## src/rtl/sd_host_std_regs.sv

```systemverilog
// SD host standard register set: word-addressed CPU register map, command issue/response
// capture, one data FIFO per direction and a masked interrupt status block.
module sd_host_std_regs #(
    parameter int          ADDR_W     = 8,
    parameter int          FIFO_DEPTH = 16,
    parameter int          NUM_INT    = 16,
    parameter logic [31:0] CAPS       = 32'h0000_0000
) (
    input  logic               clk,
    input  logic               resetn,
    input  logic               bus_valid,
    input  logic               bus_write,
    input  logic [ADDR_W-1:0]  bus_addr,
    input  logic [31:0]        bus_wdata,
    input  logic [3:0]         bus_be,
    output logic [31:0]        bus_rdata,
    output logic               bus_rvalid,
    output logic               cmd_issue,
    output logic [31:0]        cmd_arg,
    output logic [15:0]        cmd_word,
    input  logic               rsp_valid,
    input  logic [127:0]       rsp_data,
    input  logic               rd_push,
    input  logic [31:0]        rd_data,
    output logic               rd_full,
    input  logic               wr_pop,
    output logic [31:0]        wr_data,
    output logic               wr_empty,
    input  logic [NUM_INT-1:0] int_set,
    output logic               irq
);

    localparam int AW    = $clog2(FIFO_DEPTH);
    localparam int LVL_W = AW + 1;
    localparam logic [AW:0]    PTR_ONE   = 1;
    localparam logic [LVL_W-1:0] LVL_FULL = LVL_W'(FIFO_DEPTH);

    localparam logic [ADDR_W-1:0] A_ARG     = ADDR_W'(8'h00);
    localparam logic [ADDR_W-1:0] A_BLK     = ADDR_W'(8'h04);
    localparam logic [ADDR_W-1:0] A_CMD     = ADDR_W'(8'h0C);
    localparam logic [ADDR_W-1:0] A_RSP0    = ADDR_W'(8'h10);
    localparam logic [ADDR_W-1:0] A_RSP1    = ADDR_W'(8'h14);
    localparam logic [ADDR_W-1:0] A_RSP2    = ADDR_W'(8'h18);
    localparam logic [ADDR_W-1:0] A_RSP3    = ADDR_W'(8'h1C);
    localparam logic [ADDR_W-1:0] A_BUF     = ADDR_W'(8'h20);
    localparam logic [ADDR_W-1:0] A_PRESENT = ADDR_W'(8'h24);
    localparam logic [ADDR_W-1:0] A_HOST    = ADDR_W'(8'h28);
    localparam logic [ADDR_W-1:0] A_INT_ST  = ADDR_W'(8'h30);
    localparam logic [ADDR_W-1:0] A_INT_EN  = ADDR_W'(8'h34);
    localparam logic [ADDR_W-1:0] A_CAPS    = ADDR_W'(8'h40);

    // Bus handshake: a request is taken on every rising edge where bus_valid=1 (no back-pressure);
    // reads answer with bus_rvalid=1 and bus_rdata exactly one cycle later.
    logic [ADDR_W-1:0] word_addr;
    logic              wr_en, rd_en;
    logic [31:0]       be_mask;
    logic              unused_ok;

    assign word_addr = {bus_addr[ADDR_W-1:2], 2'b00};
    assign wr_en     = bus_valid & bus_write;
    assign rd_en     = bus_valid & ~bus_write;
    assign be_mask   = {{8{bus_be[3]}}, {8{bus_be[2]}}, {8{bus_be[1]}}, {8{bus_be[0]}}};
    assign unused_ok = ^bus_addr[1:0];

    logic [31:0]        arg_q, blk_q, cmd_q, host_ctl_q;
    logic [31:0]        rsp_q [4];
    logic               inhibit;
    logic [NUM_INT-1:0] int_status, int_en;

    // Read FIFO: card data toward the CPU
    logic [31:0]      rd_mem [FIFO_DEPTH];
    logic [AW:0]      rd_wptr, rd_rptr;
    logic [LVL_W-1:0] rd_level;
    logic             rd_empty, rd_pop_req, rd_pop_ok, rd_push_ok;

    assign rd_level   = rd_wptr - rd_rptr;
    assign rd_empty   = (rd_wptr == rd_rptr);
    assign rd_full    = (rd_level == LVL_FULL);
    assign rd_pop_req = rd_en & (word_addr == A_BUF);
    assign rd_pop_ok  = rd_pop_req & ~rd_empty;
    assign rd_push_ok = rd_push & (~rd_full | rd_pop_ok);

    // Write FIFO: CPU data toward the card
    logic [31:0]      wf_mem [FIFO_DEPTH];
    logic [AW:0]      wf_wptr, wf_rptr;
    logic [LVL_W-1:0] wf_level;
    logic             wf_full, wf_push_req, wf_push_ok, wf_pop_ok;

    assign wf_level    = wf_wptr - wf_rptr;
    assign wr_empty    = (wf_wptr == wf_rptr);
    assign wf_full     = (wf_level == LVL_FULL);
    assign wf_pop_ok   = wr_pop & ~wr_empty;
    assign wf_push_req = wr_en & (word_addr == A_BUF);
    assign wf_push_ok  = wf_push_req & (~wf_full | wf_pop_ok);
    assign wr_data     = wr_empty ? 32'h0 : wf_mem[wf_rptr[AW-1:0]];

    // A response arriving in the same cycle frees the command slot for a coincident CMD write.
    logic cmd_acc, cmd_go;
    assign cmd_acc  = wr_en & (word_addr == A_CMD) & ~(inhibit & ~rsp_valid);
    assign cmd_go   = cmd_acc & bus_be[1];
    assign cmd_arg  = arg_q;
    assign cmd_word = cmd_q[15:0];

    logic [15:0]        ev16;
    logic [NUM_INT-1:0] int_ev, int_clr, int_status_nxt;

    assign ev16           = {(rd_pop_req & rd_empty) | (wf_push_req & ~wf_push_ok), 14'b0, rsp_valid};
    assign int_ev         = int_set | ev16[NUM_INT-1:0];
    assign int_clr        = (wr_en && word_addr == A_INT_ST) ? bus_wdata[NUM_INT-1:0] : '0;
    assign int_status_nxt = (int_status & ~int_clr) | int_ev;

    logic [31:0] present, rdata_nxt;

    always_comb begin
        present                 = '0;
        present[0]              = inhibit;
        present[8]              = ~wf_full;
        present[11]             = ~rd_empty;
        present[16 +: LVL_W]    = rd_level;
    end

    always_comb begin
        rdata_nxt = '0;
        case (word_addr)
            A_ARG:     rdata_nxt = arg_q;
            A_BLK:     rdata_nxt = blk_q;
            A_CMD:     rdata_nxt = cmd_q;
            A_RSP0:    rdata_nxt = rsp_q[0];
            A_RSP1:    rdata_nxt = rsp_q[1];
            A_RSP2:    rdata_nxt = rsp_q[2];
            A_RSP3:    rdata_nxt = rsp_q[3];
            A_BUF:     rdata_nxt = rd_empty ? 32'h0 : rd_mem[rd_rptr[AW-1:0]];
            A_PRESENT: rdata_nxt = present;
            A_HOST:    rdata_nxt = host_ctl_q;
            A_INT_ST:  rdata_nxt[NUM_INT-1:0] = int_status;
            A_INT_EN:  rdata_nxt[NUM_INT-1:0] = int_en;
            A_CAPS:    rdata_nxt = CAPS;
            default:   rdata_nxt = '0;
        endcase
    end

    // FIFO storage is not reset; clearing the pointers discards the contents.
    always_ff @(posedge clk) begin
        if (rd_push_ok) rd_mem[rd_wptr[AW-1:0]] <= rd_data;
        if (wf_push_ok) wf_mem[wf_wptr[AW-1:0]] <= bus_wdata;
    end

    always_ff @(posedge clk or negedge resetn) begin
        if (!resetn) begin
            arg_q      <= '0;
            blk_q      <= '0;
            cmd_q      <= '0;
            host_ctl_q <= '0;
            for (int i = 0; i < 4; i++) rsp_q[i] <= '0;
            inhibit    <= 1'b0;
            int_status <= '0;
            int_en     <= '0;
            irq        <= 1'b0;
            cmd_issue  <= 1'b0;
            bus_rvalid <= 1'b0;
            bus_rdata  <= '0;
            rd_wptr    <= '0;
            rd_rptr    <= '0;
            wf_wptr    <= '0;
            wf_rptr    <= '0;
        end else begin
            if (wr_en) begin
                case (word_addr)
                    A_ARG:    arg_q      <= (arg_q & ~be_mask) | (bus_wdata & be_mask);
                    A_BLK:    blk_q      <= (blk_q & ~be_mask) | (bus_wdata & be_mask);
                    A_HOST:   host_ctl_q <= (host_ctl_q & ~be_mask) | (bus_wdata & be_mask);
                    A_INT_EN: int_en     <= (int_en & ~be_mask[NUM_INT-1:0])
                                            | (bus_wdata[NUM_INT-1:0] & be_mask[NUM_INT-1:0]);
                    default: ;
                endcase
            end
            if (cmd_acc) cmd_q <= (cmd_q & ~be_mask) | (bus_wdata & be_mask);
            cmd_issue <= cmd_go;
            if (cmd_go)         inhibit <= 1'b1;
            else if (rsp_valid) inhibit <= 1'b0;
            if (rsp_valid) begin
                for (int i = 0; i < 4; i++) rsp_q[i] <= rsp_data[32*i +: 32];
            end
            int_status <= int_status_nxt;
            irq        <= |(int_status & int_en);
            bus_rvalid <= rd_en;
            if (rd_en) bus_rdata <= rdata_nxt;
            if (rd_push_ok) rd_wptr <= rd_wptr + PTR_ONE;
            if (rd_pop_ok)  rd_rptr <= rd_rptr + PTR_ONE;
            if (wf_push_ok) wf_wptr <= wf_wptr + PTR_ONE;
            if (wf_pop_ok)  wf_rptr <= wf_rptr + PTR_ONE;
        end
    end

endmodule

```

## config.mk

```make
export PLATFORM = sky130hd
export DESIGN_NAME = sd_host_std_regs
export DESIGN_NICKNAME = d
export VERILOG_FILES = /design/src/rtl/sd_host_std_regs.sv
export SDC_FILE = /design/constraint.sdc
export NUM_CORES = 2
export LEC_CHECK = 0
export CAP_MARGIN = 20
export CELL_PAD_IN_SITES_DETAIL_PLACEMENT = 0
export CELL_PAD_IN_SITES_GLOBAL_PLACEMENT = 2
export CORE_MARGIN = 10
export CORE_UTILIZATION = 44
export CTS_CLUSTER_SIZE = 25
export DETAILED_ROUTE_END_ITERATION = 8
export GPL_ROUTABILITY_DRIVEN = 0
export PLACE_DENSITY_LB_ADDON = 0.1
export SETUP_SLACK_MARGIN = 0.1
export SYNTH_ARGS = -nofsm -noshare
export SYNTH_HDL_FRONTEND = slang
export SYNTH_SLANG_ARGS = --single-unit
export TNS_END_PERCENT = 10
```

## constraint.sdc

```tcl
create_clock -name clk -period 9.1 [get_ports clk]
set_input_delay 1.82 -clock clk [delete_from_list [all_inputs] [get_ports clk]]
set_output_delay 1.82 -clock clk [all_outputs]
set_load 0.02 [all_outputs]
```

==> results by group <==
Finish
  • Cell area after layout: 0.0646 mm^2
  • Area grow syn2layout: 19.3%
  • Final nets: 3417
  • Fillers: 9730
  • Share of post-route cells with drive strength above 1: 0.283
  • Final core utilization: 0.529
  • Register area: 0.0394 mm^2
  • Area of the multi-input gates: 0.0142 mm^2

Clocking
  • CTS resizes: 0
  • Bufs on Longest Clock Path: 3
  • Root Buffer Master: clkbuf_16
  • Setup Fix Bufs, Post-CTS: 0
  • CTS tree: built
  • CTS Buf Count: 147
  • Skew-Pair Late Insertion Delay: 0.75 ns
  • H-tree Lvls: 4
  • Clock-pin slew on the worst setup and hold paths: 0.06 ns
  • Hold-fix buffers at CTS: 0
  • # clock sinks: 1368

Route
  • Routed WL per cell: 32.3 um
  • Routed vias/inst: 5.85
  • Drt drc: 0
  • First-pass detailed-route iteration total: 5
  • DR vias: 28768
  • Post-DRT Antenna Nets: 0
  • Drt total wl: 159000 um
  • DRT iter0 DRCs: 2989

Place
  • Placed Area: 0.0596 mm^2
  • Port bufs: 341
  • Dpl hpwl: 100000 um

Logic synthesis
  • Post-synth top area cell: edfxtp_1
  • Commonest cells post-synth: edfxtp_1 (1024), dfrtp_1 (344), mux4_2 (305)
  • Syn Inst Count: 2755
  • Synth Register Bits: 1368
  • Share of the synthesized area in the top cell type: 0.568
  • Warnings from Yosys: 0
  • Number of synthesized flops with an enable pin: 1024
  • Sequential share of the synthesized area: 0.727
  • Synth Cell Area: 0.0542 mm^2
  • Main flop type after synthesis: edfxtp_1
  • Post-Syn Nets: 3001
  • Avg Synthesized Cell Area: 19.7 um^2
  • Most frequent cell after synthesis: edfxtp_1
  • Synth area leaders: edfxtp_1 (57%), dfrtp_1 (16%), mux4_2 (13%), mux2_2 (5.7%), a22oi_1 (2.0%)
  • Count of cell types in the netlist: 63
  • Asr flop ratio synth: 0.251

Global routing
  • Met1 usage: 0.310
  • First-pass GRT wire length: 226000 um
  • Vias in the first global route: 30641
  • Initial antenna violation count: 12
  • Grt met3 use: 0.0506
  • Busiest grt layer: met2
  • Met2 Usage GRT: 0.375
  • Gr usage total: 0.230
  • Largest net degree at the start of global routing: 102
  • Overflow left after global routing: 0

Floorplanning
  • Core ar.: 0.122 mm^2
  • Initial core utilization: 0.444
  • Die area: 0.138 mm^2
  • I/O pins: 344
  • Rows: 128
  • Die Y: 371 um
  • Die X: 371 um

Power and ir drop
  • Cell Pwr Density: 257 mW/mm^2
  • Leakage: 22.7 nW
  • Worst VDD drop: 0.186 mV
  • Pwr Total: 16.6 mW

Critical path
  • Critical path class: register to primary output
  • Worst-path maximum fanout: 72
  • Crit path required time: 7.28 ns
  • Crit end category: primary output
  • Crit path DAT: 4.61 ns
  • Startpoint Class: register

STA
  • Final number of setup-violating endpoints: 0
  • Fin crit period: 6.43 ns
  • Max Slew Vio Count: 0
  • Worst slew pin tran: 1.21 ns
  • Final Hold Fails: 0
  • RSZ-0062 raised after global routing: no
  • Final period util: 0.707
  • Max Fclk: 0.156 GHz
  • Clk_skew: 0.0247 ns
  • Final setup TNS: 0 ns
  • Worst slew margin: 0.185

Worst hold path
  • Hold WC Path Type: register to register

Status
  • Outcome: finished clean

Run
  • Maxcap violations: 0
## metrics by stage
step | std cells | setup slack, ns | hold WS, ns
2_1_floorplan | 2755 | 3.46 | 0.462
3_3_place_gp | 4645 | 2.39 | 0.477
3_5_place_dp | 4645 | 2.29 | 0.492
4_1_cts | 4915 | 2.46 | 0.504
5_1_grt | 4918 | 2.56 | 0.517
6_report | 4919 | 2.67 | 0.502
## path summary, 6_finish.rpt
check | from | endpoint | slack, ns | cells after the start
max | wf_rptr[1] | wr_data[5] | 2.67 | 5
min | rd_rptr[4] | rd_rptr[4] | 0.50 | 1
max reg2reg | rd_rptr[3] | rd_mem[7][31] | 3.47 | 8
min reg2reg | rd_rptr[4] | rd_rptr[4] | 0.50 | 1
max in group asynchronous | resetn | rd_rptr[0] | 6.33 | 2
min in group asynchronous | resetn | rsp_q[34] | 1.11 | 1
## per-layer routing
metal,up-vias,share of wire
met1,15534,0.41
met4,12,0.022
met2,969,0.49
met5,-,0.00050
li1,12068,-
met3,185,0.073
## final cells by class
| class | count | share of cell area |
|---|---|---|
| Timing Repair Buffer | 419 | 0.0626 |
| Clock inverter | 77 | 0.0127 |
| Tap cell | 1625 | 0.0315 |
| Antenna cell | 2 | 0.0000775 |
| Inverter | 17 | 0.000988 |
| Multi-Input combinational cell | 1218 | 0.219 |
| Clock buffer | 193 | 0.0632 |
| Sequential cell | 1368 | 0.610 |
## where the power goes
part	internal (mW)	switching [mW]
sequential	7.09	0.247
clock	3.59	2.43
combinational	1.62	1.62
## cells by family (layout without fill, tap and decap cells)
family,after synthesis,in the layout,synth area share
XOR/XNOR,25,25,0.00404
buffers and inverters,169,706,0.0137
adder cells (fa/ha/maj),19,19,0.00453
AND/OR/NAND/NOR,325,325,0.0299
other,0,2,0
flip-flops,1368,1368,0.727
AO/OA/AOI/OAI,265,265,0.0363
multiplexers,584,584,0.185
## critical path: stages, from the launching register on
cell and delay [ns]:
dfrtp_4 0.99, buf_4 0.95, mux4_2 0.44, mux4_2 0.54
nor2b_1 0.17, clkdlybuf4s50_1 0.57
## placed cells by master, fill, tap and decap left out, types with 28 or more instances in the layout
cell             instances
a22oi_1                143
mux4_2                 305
clkinv_1                28
edfxtp_1              1024
nand2_1                143
clkbuf_16              154
dfrtp_1                338
buf_4                   76
nand3_1                 38
mux2_2                 273
clkdlybuf4s50_1        339
nor2b_1                 39
clkbuf_1                30
No activity file was read; power rests on OpenSTA's default activity.
